### src/rtl/program_mem_controller.sv
`default_nettype none
// +--------------------------------------------------------------------------+
// | program_mem_controller: round-robin arbiter of fetcher reads onto one    |
// | program-memory read channel, with valid/ready return path per fetcher.   |
// | Revision: 1.0                                                            |
// +--------------------------------------------------------------------------+
module program_mem_controller #(
  parameter int ADDR_BITS     = 8,
  parameter int DATA_BITS     = 16,
  parameter int NUM_CONSUMERS = 4
) (
  input  logic                                      clk,
  input  logic                                      reset,
  input  logic [NUM_CONSUMERS-1:0]                  consumer_read_valid,
  input  logic [NUM_CONSUMERS-1:0][ADDR_BITS-1:0]   consumer_read_address,
  output logic [NUM_CONSUMERS-1:0]                  consumer_read_ready,
  output logic [NUM_CONSUMERS-1:0][DATA_BITS-1:0]   consumer_read_data,
  output logic                                      mem_read_valid,
  output logic [ADDR_BITS-1:0]                      mem_read_address,
  input  logic                                      mem_read_ready,
  input  logic [DATA_BITS-1:0]                      mem_read_data
);

  localparam int IDX_BITS = (NUM_CONSUMERS > 1) ? $clog2(NUM_CONSUMERS) : 1;
  localparam logic [IDX_BITS-1:0] c_last_idx = IDX_BITS'(NUM_CONSUMERS - 1);
  localparam logic [IDX_BITS:0]   c_num      = (IDX_BITS + 1)'(NUM_CONSUMERS);

  typedef enum logic [1:0] {
    IDLE     = 2'd0,
    WAIT_MEM = 2'd1,
    RELAY    = 2'd2
  } state_t;

  state_t              r_state;
  logic [IDX_BITS-1:0] r_rr_ptr;
  logic [IDX_BITS-1:0] r_grant;
  logic [IDX_BITS-1:0] w_grant;
  logic [IDX_BITS-1:0] w_idx;
  logic [IDX_BITS:0]   w_sum;
  logic                w_any;

  // Scan requesters starting at the round-robin pointer, wrapping once.
  always_comb begin
    w_any   = 1'b0;
    w_grant = '0;
    w_sum   = '0;
    w_idx   = '0;
    for (int k = 0; k < NUM_CONSUMERS; k++) begin
      w_sum = {1'b0, r_rr_ptr} + (IDX_BITS + 1)'(k);
      if (w_sum >= c_num) begin
        w_sum = w_sum - c_num;
      end
      w_idx = w_sum[IDX_BITS-1:0];
      if (!w_any && consumer_read_valid[w_idx]) begin
        w_any   = 1'b1;
        w_grant = w_idx;
      end
    end
  end

  always_ff @(posedge clk or negedge reset) begin
    if (!reset) begin
      r_state             <= IDLE;
      r_rr_ptr            <= '0;
      r_grant             <= '0;
      consumer_read_ready <= '0;
      consumer_read_data  <= '0;
      mem_read_valid      <= 1'b0;
      mem_read_address    <= '0;
    end else begin
      case (r_state)
        IDLE: begin
          if (w_any) begin
            r_grant          <= w_grant;
            mem_read_valid   <= 1'b1;
            mem_read_address <= consumer_read_address[w_grant];
            r_state          <= WAIT_MEM;
          end
        end
        WAIT_MEM: begin
          if (mem_read_ready) begin
            mem_read_valid               <= 1'b0;
            consumer_read_data[r_grant]  <= mem_read_data;
            consumer_read_ready[r_grant] <= 1'b1;
            r_state                      <= RELAY;
          end
        end
        RELAY: begin
          // Data is left in place after release; only ready is withdrawn.
          if (!consumer_read_valid[r_grant]) begin
            consumer_read_ready[r_grant] <= 1'b0;
            r_rr_ptr <= (r_grant == c_last_idx) ? '0 : r_grant + 1'b1;
            r_state  <= IDLE;
          end
        end
        default: r_state <= IDLE;
      endcase
    end
  end

endmodule
`default_nettype wire

### config.mk
export PLATFORM = sky130hd
export DESIGN_NAME = program_mem_controller
export DESIGN_NICKNAME = d
export VERILOG_FILES = /design/src/rtl/program_mem_controller.sv
export SDC_FILE = /design/constraint.sdc
export NUM_CORES = 1
export LEC_CHECK = 0
export ABC_AREA = 1
export CAP_MARGIN = 20
export CORE_UTILIZATION = 26
export CTS_CLUSTER_DIAMETER = 200
export DETAILED_ROUTE_END_ITERATION = 8
export PLACE_DENSITY_LB_ADDON = 0.1
export SLEW_MARGIN = 20
export SYNTH_ARGS = -nofsm -noshare
export SYNTH_HDL_FRONTEND = slang
export SYNTH_SLANG_ARGS = --single-unit
### constraint.sdc
create_clock -name clk -period 2.6 [get_ports clk]
set_clock_uncertainty 0.15 [all_clocks]
set_input_delay 0.39 -clock clk [delete_from_list [all_inputs] [get_ports clk]]
set_output_delay 0.39 -clock clk [all_outputs]
set_load 0.05 [all_outputs]
==> flow_summary.json, run 1 <==
{
  "status": "finished clean",
  "cts-root-buf": "clkbuf_16",
  "yosysTopAreaCellShare_pct": 55.89,
  "max_slew_margin_pct": 57.78,
  "core_area_um2": 13930,
  "drtIter0Drc": 184,
  "grt_overflow": 0,
  "htreeDepth": 3,
  "fill_cells": 1413,
  "ys.flop_type": "dfrtp_1",
  "synth_edf_count": 0,
  "max_stage_delay_ns": 0.58,
  "die-area_um2": 14770,
  "grt_pass1_wl_um": 16480,
  "critPathLaunchType": "register",
  "min_path_type": "register to register",
  "power_mw": 8.488,
  "drt-vias-per-instance": 4.271,
  "async_reset_ff_share_pct": 100.0,
  "fp.dieH_um": 121.6,
  "critPathTopFamily": "simple AND/OR/NAND/NOR gates",
  "syn-mean-instance-area_um2": 8.276,
  "path_cells": "inv_6 -> nand2_1 -> nand2_2 -> nand2_1 -> nand2_1 -> nor2_4 -> nand3_1 -> nand2_1 -> inv_1 -> nor2_2 -> nand2_1 -> nand3_1",
  "wl_per_cell_um": 13.39,
  "synth_fp_nets": 508,
  "grtUsageTotal_pct": 14.62,
  "clk_pin_slew_ns": 0.06,
  "wl_um": 10270,
  "critPathArrivalTime_ns": 2.30,
  "antenna_cells": 0,
  "worst_pin_slew_ns": 0.6332,
  "yosys_warnings": 0,
  "synth_area_um2": 3716,
  "regToRegSetupSlack_ns": 0.42,
  "leakage_nw": 2.676,
  "gp_congestion": 0.8264,
  "grt_setup_unrepaired": "no",
  "ant_nets": 0,
  "yosysUniqueCellTypes": 22,
  "yosysSeqAreaShare_pct": 55.89,
  "grt_max_degree": 47,
  "die_w_um": 121.6,
  "layout.cells.most_common": "nand2_1",
  "crit_path_max_fanout": 10,
  "timing.fmax_ghz": 0.4586,
  "yosys-top-cells-area": "dfrtp_1 (56%), nand2_1 (17%), o21ai_0 (9.7%), inv_1 (5.4%), nand3_1 (2.6%)",
  "drc": 0,
  "insertion_delay_ns": 0.34,
  "powerDensity_nw_per_um2": 1536,
  "timing.critical_path.buf_inv": 2,
  "yosysTopAreaCell": "dfrtp_1",
  "antenna_found_initial": 0,
  "cts_inserted_buffers": 9,
  "layout_common_cells": "nand2_1 (164), clkdlybuf4s50_1 (130), dfrtp_1 (83)",
  "cp_data_required_time_ns": 2.72,
  "syn_to_final_growth_pct": 48.69,
  "drv_cap": 0,
  "io_pins": 132,
  "placementRows": 43,
  "drv_slew": 0,
  "cp_slowest_cell": "dfrtp_1",
  "io_buffer_count": 131,
  "syn_inst": 449,
  "ff_latch_area_um2": 2077,
  "drive_above_1_share_pct": 6.303,
  "crit_top_cell": "nand2_1",
  "critPathKind": "register to register",
  "vias": 3276,
  "cp-end-kind": "register",
  "cts_tree": "yes",
  "post-route-period-util_pct": 83.86,
  "hpwl_um": 7189,
  "hold_viol": 0,
  "synth_seq_cells": 83,
  "ir_drop_uv": 644.5,
  "multi_input_area_um2": 1340,
  "grt_pass1_vias": 3271,
  "cts_sinks": 83,
  "clk_path_buf_depth": 2,
  "fin_setup_tns_ns": 0,
  "period_minus_slack_ns": 2.180,
  "drt-pass1-iter-count": 4,
  "fin_nets": 641,
  "report.final.setup_viol": 0,
  "start_util_pct": 26.67
}
## layout make-up
type                            instances  share of cell area, %
Clock buffer                           11                  4.574
Clock inverter                          5                 0.6341
Inverter                               57                  3.963
Multi-Input combinational cell        293                  24.25
Sequential cell                        83                  37.59
Tap cell                              180                  4.076
Timing Repair Buffer                  138                  24.91
## worst reg2reg max path: cells and delay by family (launching register included)
kind,cells,cell delay (ns)
flops,1,0.58
simple gates,10,1.15
buf+inv,2,0.23
## cell families (layout without fill, tap and decap cells)
kind of cell	count (synthesis)	count (layout)	share of synthesized area (%)
fa+ha+maj	4	4	1.347
buf+inv	73	211	8.047
flops	83	83	55.89
compound gates	86	86	11.65
simple gates	203	203	23.06
## routing by layer
layer | track usage, % | vias to the layer above | share of wire, % | wire length, um
li1 | - | 1682 | - | -
met1 | 19.18 | 1486 | 46 | 4750
met2 | 22.12 | 101 | 44 | 4531
met3 | 5.571 | 7 | 8.6 | 885
met4 | 4.630 | 0 | 0.99 | 102
met5 | 0 | - | 0 | 0
## power breakdown
| part | internal, mW | switching (mW) |
|---|---|---|
| clock | 0.701 | 0.521 |
| combinational | 1.59 | 3.43 |
| sequential | 1.88 | 0.365 |
## path summary, 6_finish.rpt
path,start,cells after the start,end
setup / recovery,r_rr_ptr[0]$_DFFE_PN0P_,12,mem_read_address[3]$_DFFE_PN0P_
hold / removal,register,2,register
setup reg to reg,r_rr_ptr[0]$_DFFE_PN0P_,12,mem_read_address[3]$_DFFE_PN0P_
hold reg to reg,register,2,register
max in group asynchronous,reset,3,consumer_read_data[37]$_DFFE_PN0P_
min in group asynchronous,reset,2,consumer_read_data[57]$_DFFE_PN0P_
## what timing repair did
action,in CTS,in global routing
hold buffers,1,0
hold endpoints to repair,45,0
gates resized for setup,0,0
buffers inserted,0,0
## synthesized netlist by cell type (2+ instances only)
master / number
nand3_1: 19
nand4_1: 6
nand2_2: 4
nand3_4: 2
o21ai_0: 72
nand2_1: 164
inv_2: 3
a21oi_1: 3
ha_1: 4
buf_6: 2
nor2_1: 4
clkbuf_1: 12
inv_1: 53
o21ai_1: 10
dfrtp_1: 83
nor2_2: 2
## state kept, by name (all words and copies together), names as in the netlist, named ones only
name	cells
r_grant	2
consumer_read_data	64
r_state	2
r_rr_ptr	2
mem_read_address	8
mem_read_valid	1
## per-stage QoR
step | hold WS (ns) | area (um2) | utilization (%) | setup slack (ns) | std cells
after floorplan | -0.05559 | 3716 | - | 0.7887 | 449
after global placement | 0.3035 | 5228 | 37.51 | 0.1928 | 750
after detailed placement | 0.3016 | 5228 | 37.51 | 0.1655 | 750
after CTS | 0.3275 | 5525 | 39.65 | 0.3956 | 767
after global routing | 0.3618 | 5525 | 39.65 | 0.1482 | 767
final | 0.3220 | 5525 | 39.65 | 0.4196 | 767
Power figures use the tool's default switching activity.
==> run 2: changes to the inputs <==
==> constraint.sdc (replaced) <==
create_clock -name clk -period 2.1 [get_ports clk]
set_clock_uncertainty 0.15 [all_clocks]
set_input_delay 0.315 -clock clk [delete_from_list [all_inputs] [get_ports clk]]
set_output_delay 0.315 -clock clk [all_outputs]
set_load 0.05 [all_outputs]
==> flow_summary.json, run 2 (synthesized netlist as in run 1, its figures left out) <==
{
  "ir_drop_uv": 723.7,
  "worst_pin_slew_ns": 0.5534,
  "io_buffer_count": 131,
  "critPathArrivalTime_ns": 1.54,
  "layout.cells.most_common": "nand2_1",
  "grt_pass1_wl_um": 16640,
  "fin_nets": 660,
  "max_stage_delay_ns": 0.84,
  "drtIter0Drc": 147,
  "clk_pin_slew_ns": 0.07,
  "timing.fmax_ghz": 0.4988,
  "hold_viol": 0,
  "max_slew_margin_pct": 62.99,
  "drive_above_1_share_pct": 11.88,
  "grt_pass1_vias": 3288,
  "drv_slew": 0,
  "placed_cells": 762,
  "critPathLaunchType": "register",
  "fin_area_um2": 5736,
  "power_mw": 11.09,
  "period_minus_slack_ns": 2.005,
  "cp_slowest_cell": "clkdlybuf4s50_1",
  "finalNonFillerCells": 786,
  "largest_reg_flops": 64,
  "report.final.setup_viol": 0,
  "drt-pass1-iter-count": 6,
  "layout_common_cells": "nand2_1 (160), clkdlybuf4s50_1 (123), dfrtp_1 (81)",
  "drt-vias-per-instance": 4.284,
  "path_cells": "clkdlybuf4s50_1",
  "start_util_pct": 26.67,
  "clk_path_buf_depth": 2,
  "grt_overflow": 0,
  "fill_cells": 1406,
  "insertion_delay_ns": 0.33,
  "gp_congestion": 0.8509,
  "grtUsageTotal_pct": 14.56,
  "fp.dieH_um": 121.6,
  "hpwl_um": 7368,
  "antenna_found_initial": 0,
  "post-route-period-util_pct": 95.47,
  "htreeDepth": 3,
  "vias": 3367,
  "wl_per_cell_um": 13.72,
  "die-area_um2": 14770,
  "reg_top3": "consumer_read_data x64, mem_read_address x8",
  "timing.critical_path.buf_inv": 1,
  "io_pins": 132,
  "status": "finished clean",
  "top_register": "consumer_read_data",
  "placed_area_um2": 5325,
  "utilization_pct": 41.16,
  "grt_max_degree": 48,
  "antenna_cells": 0,
  "crit_path_max_fanout": 2,
  "powerDensity_nw_per_um2": 1934,
  "cts_inserted_buffers": 9,
  "cts_sinks": 83,
  "critPathKind": "register to output pin",
  "wl_um": 10780,
  "cp-end-kind": "output pin",
  "leakage_nw": 2.784,
  "drv_cap": 0,
  "drc": 0,
  "syn_to_final_growth_pct": 54.34,
  "ant_nets": 0,
  "core_area_um2": 13930,
  "min_path_type": "input port to async pin",
  "cts_tree": "yes",
  "cp_data_required_time_ns": 1.63,
  "cts-root-buf": "clkbuf_16",
  "critPathTopFamily": "buffers and inverters",
  "placementRows": 43,
  "die_w_um": 121.6
}
==> run 2: changes by cell type in the layout (fill, tap and decap cells not counted), moves of 2 or more <==
cell             change
dfrtp_1              -2
clkinvlp_4           +3
buf_4               +20
dfrtp_2              +2
clkbuf_8             -2
nand3_4              +3
nand2_2              +2
buf_12               +2
buf_6                +2
clkdlybuf4s50_1      -7
nand2_1              -4
nand2_4              +2
==> run 2: cell type report <==
cell class	instances	area (um2)	share of cell area, %
multi-input combinational	295	1415	24.67
tap	180	225.2	3.927
clock inverter	7	52.55	0.9162
clock buffer	9	225.2	3.927
inverter	57	219.0	3.818
sequential	83	2079	36.26
timing repair buffer	155	1519	26.48
==> run 2: timing repair <==
item / CTS / global route
endpoints found under the hold margin: 36 / 0
setup buffers: 0 / 5
endpoints found under the setup margin: 9 / 9
gates cloned: 0 / 2
hold buffers: 1 / 0
resized for setup: 1 / 18
pin swaps: 0 / 5
==> run 2: final timing paths <==
| path | startpoint | end | slack [ns] | cells past startpoint |
|---|---|---|---|---|
| max reg2reg | r_rr_ptr[0]$_DFFE_PN0P_ | mem_read_address[2]$_DFFE_PN0P_ | 0.1 | 12 |
| max | consumer_read_data[35]$_DFFE_PN0P_ | consumer_read_data[35] | 0.1 | 1 |
| min | reset | consumer_read_data[26]$_DFFE_PN0P_ | 0.32 | 2 |
| min in group clk | register | register | 0.33 | 2 |
| max in group asynchronous | reset | consumer_read_data[17]$_DFFE_PN0P_ | 0.84 | 3 |
| min reg2reg | register | register | 0.33 | 2 |
==> run 2: metal layers <==
metal	vias to the layer above	global-route usage, %	share of wire (%)
met2	92	22.09	45
li1	1720	-	-
met5	-	0	0
met1	1548	19.57	46
met3	7	4.728	7.2
met4	0	4.630	1.1
==> run 2: through the flow <==
stage               setup TNS, ns  worst slack [ns]  hold slack [ns]
floorplan                       0            0.2887          -0.1306
global placement           -1.422           -0.1676           0.1703
detailed placement         -2.064           -0.2519           0.1736
CTS                             0           0.01126           0.3311
global route             -0.04746          -0.01843           0.3485
finish                          0           0.09521           0.3235
==> run 2: where the power goes <==
part / total [mW] / switching, mW / internal, mW
sequential: 2.78 / 0.453 / 2.33
combinational: 6.84 / 4.53 / 2.31
clock: 1.47 / 0.670 / 0.805
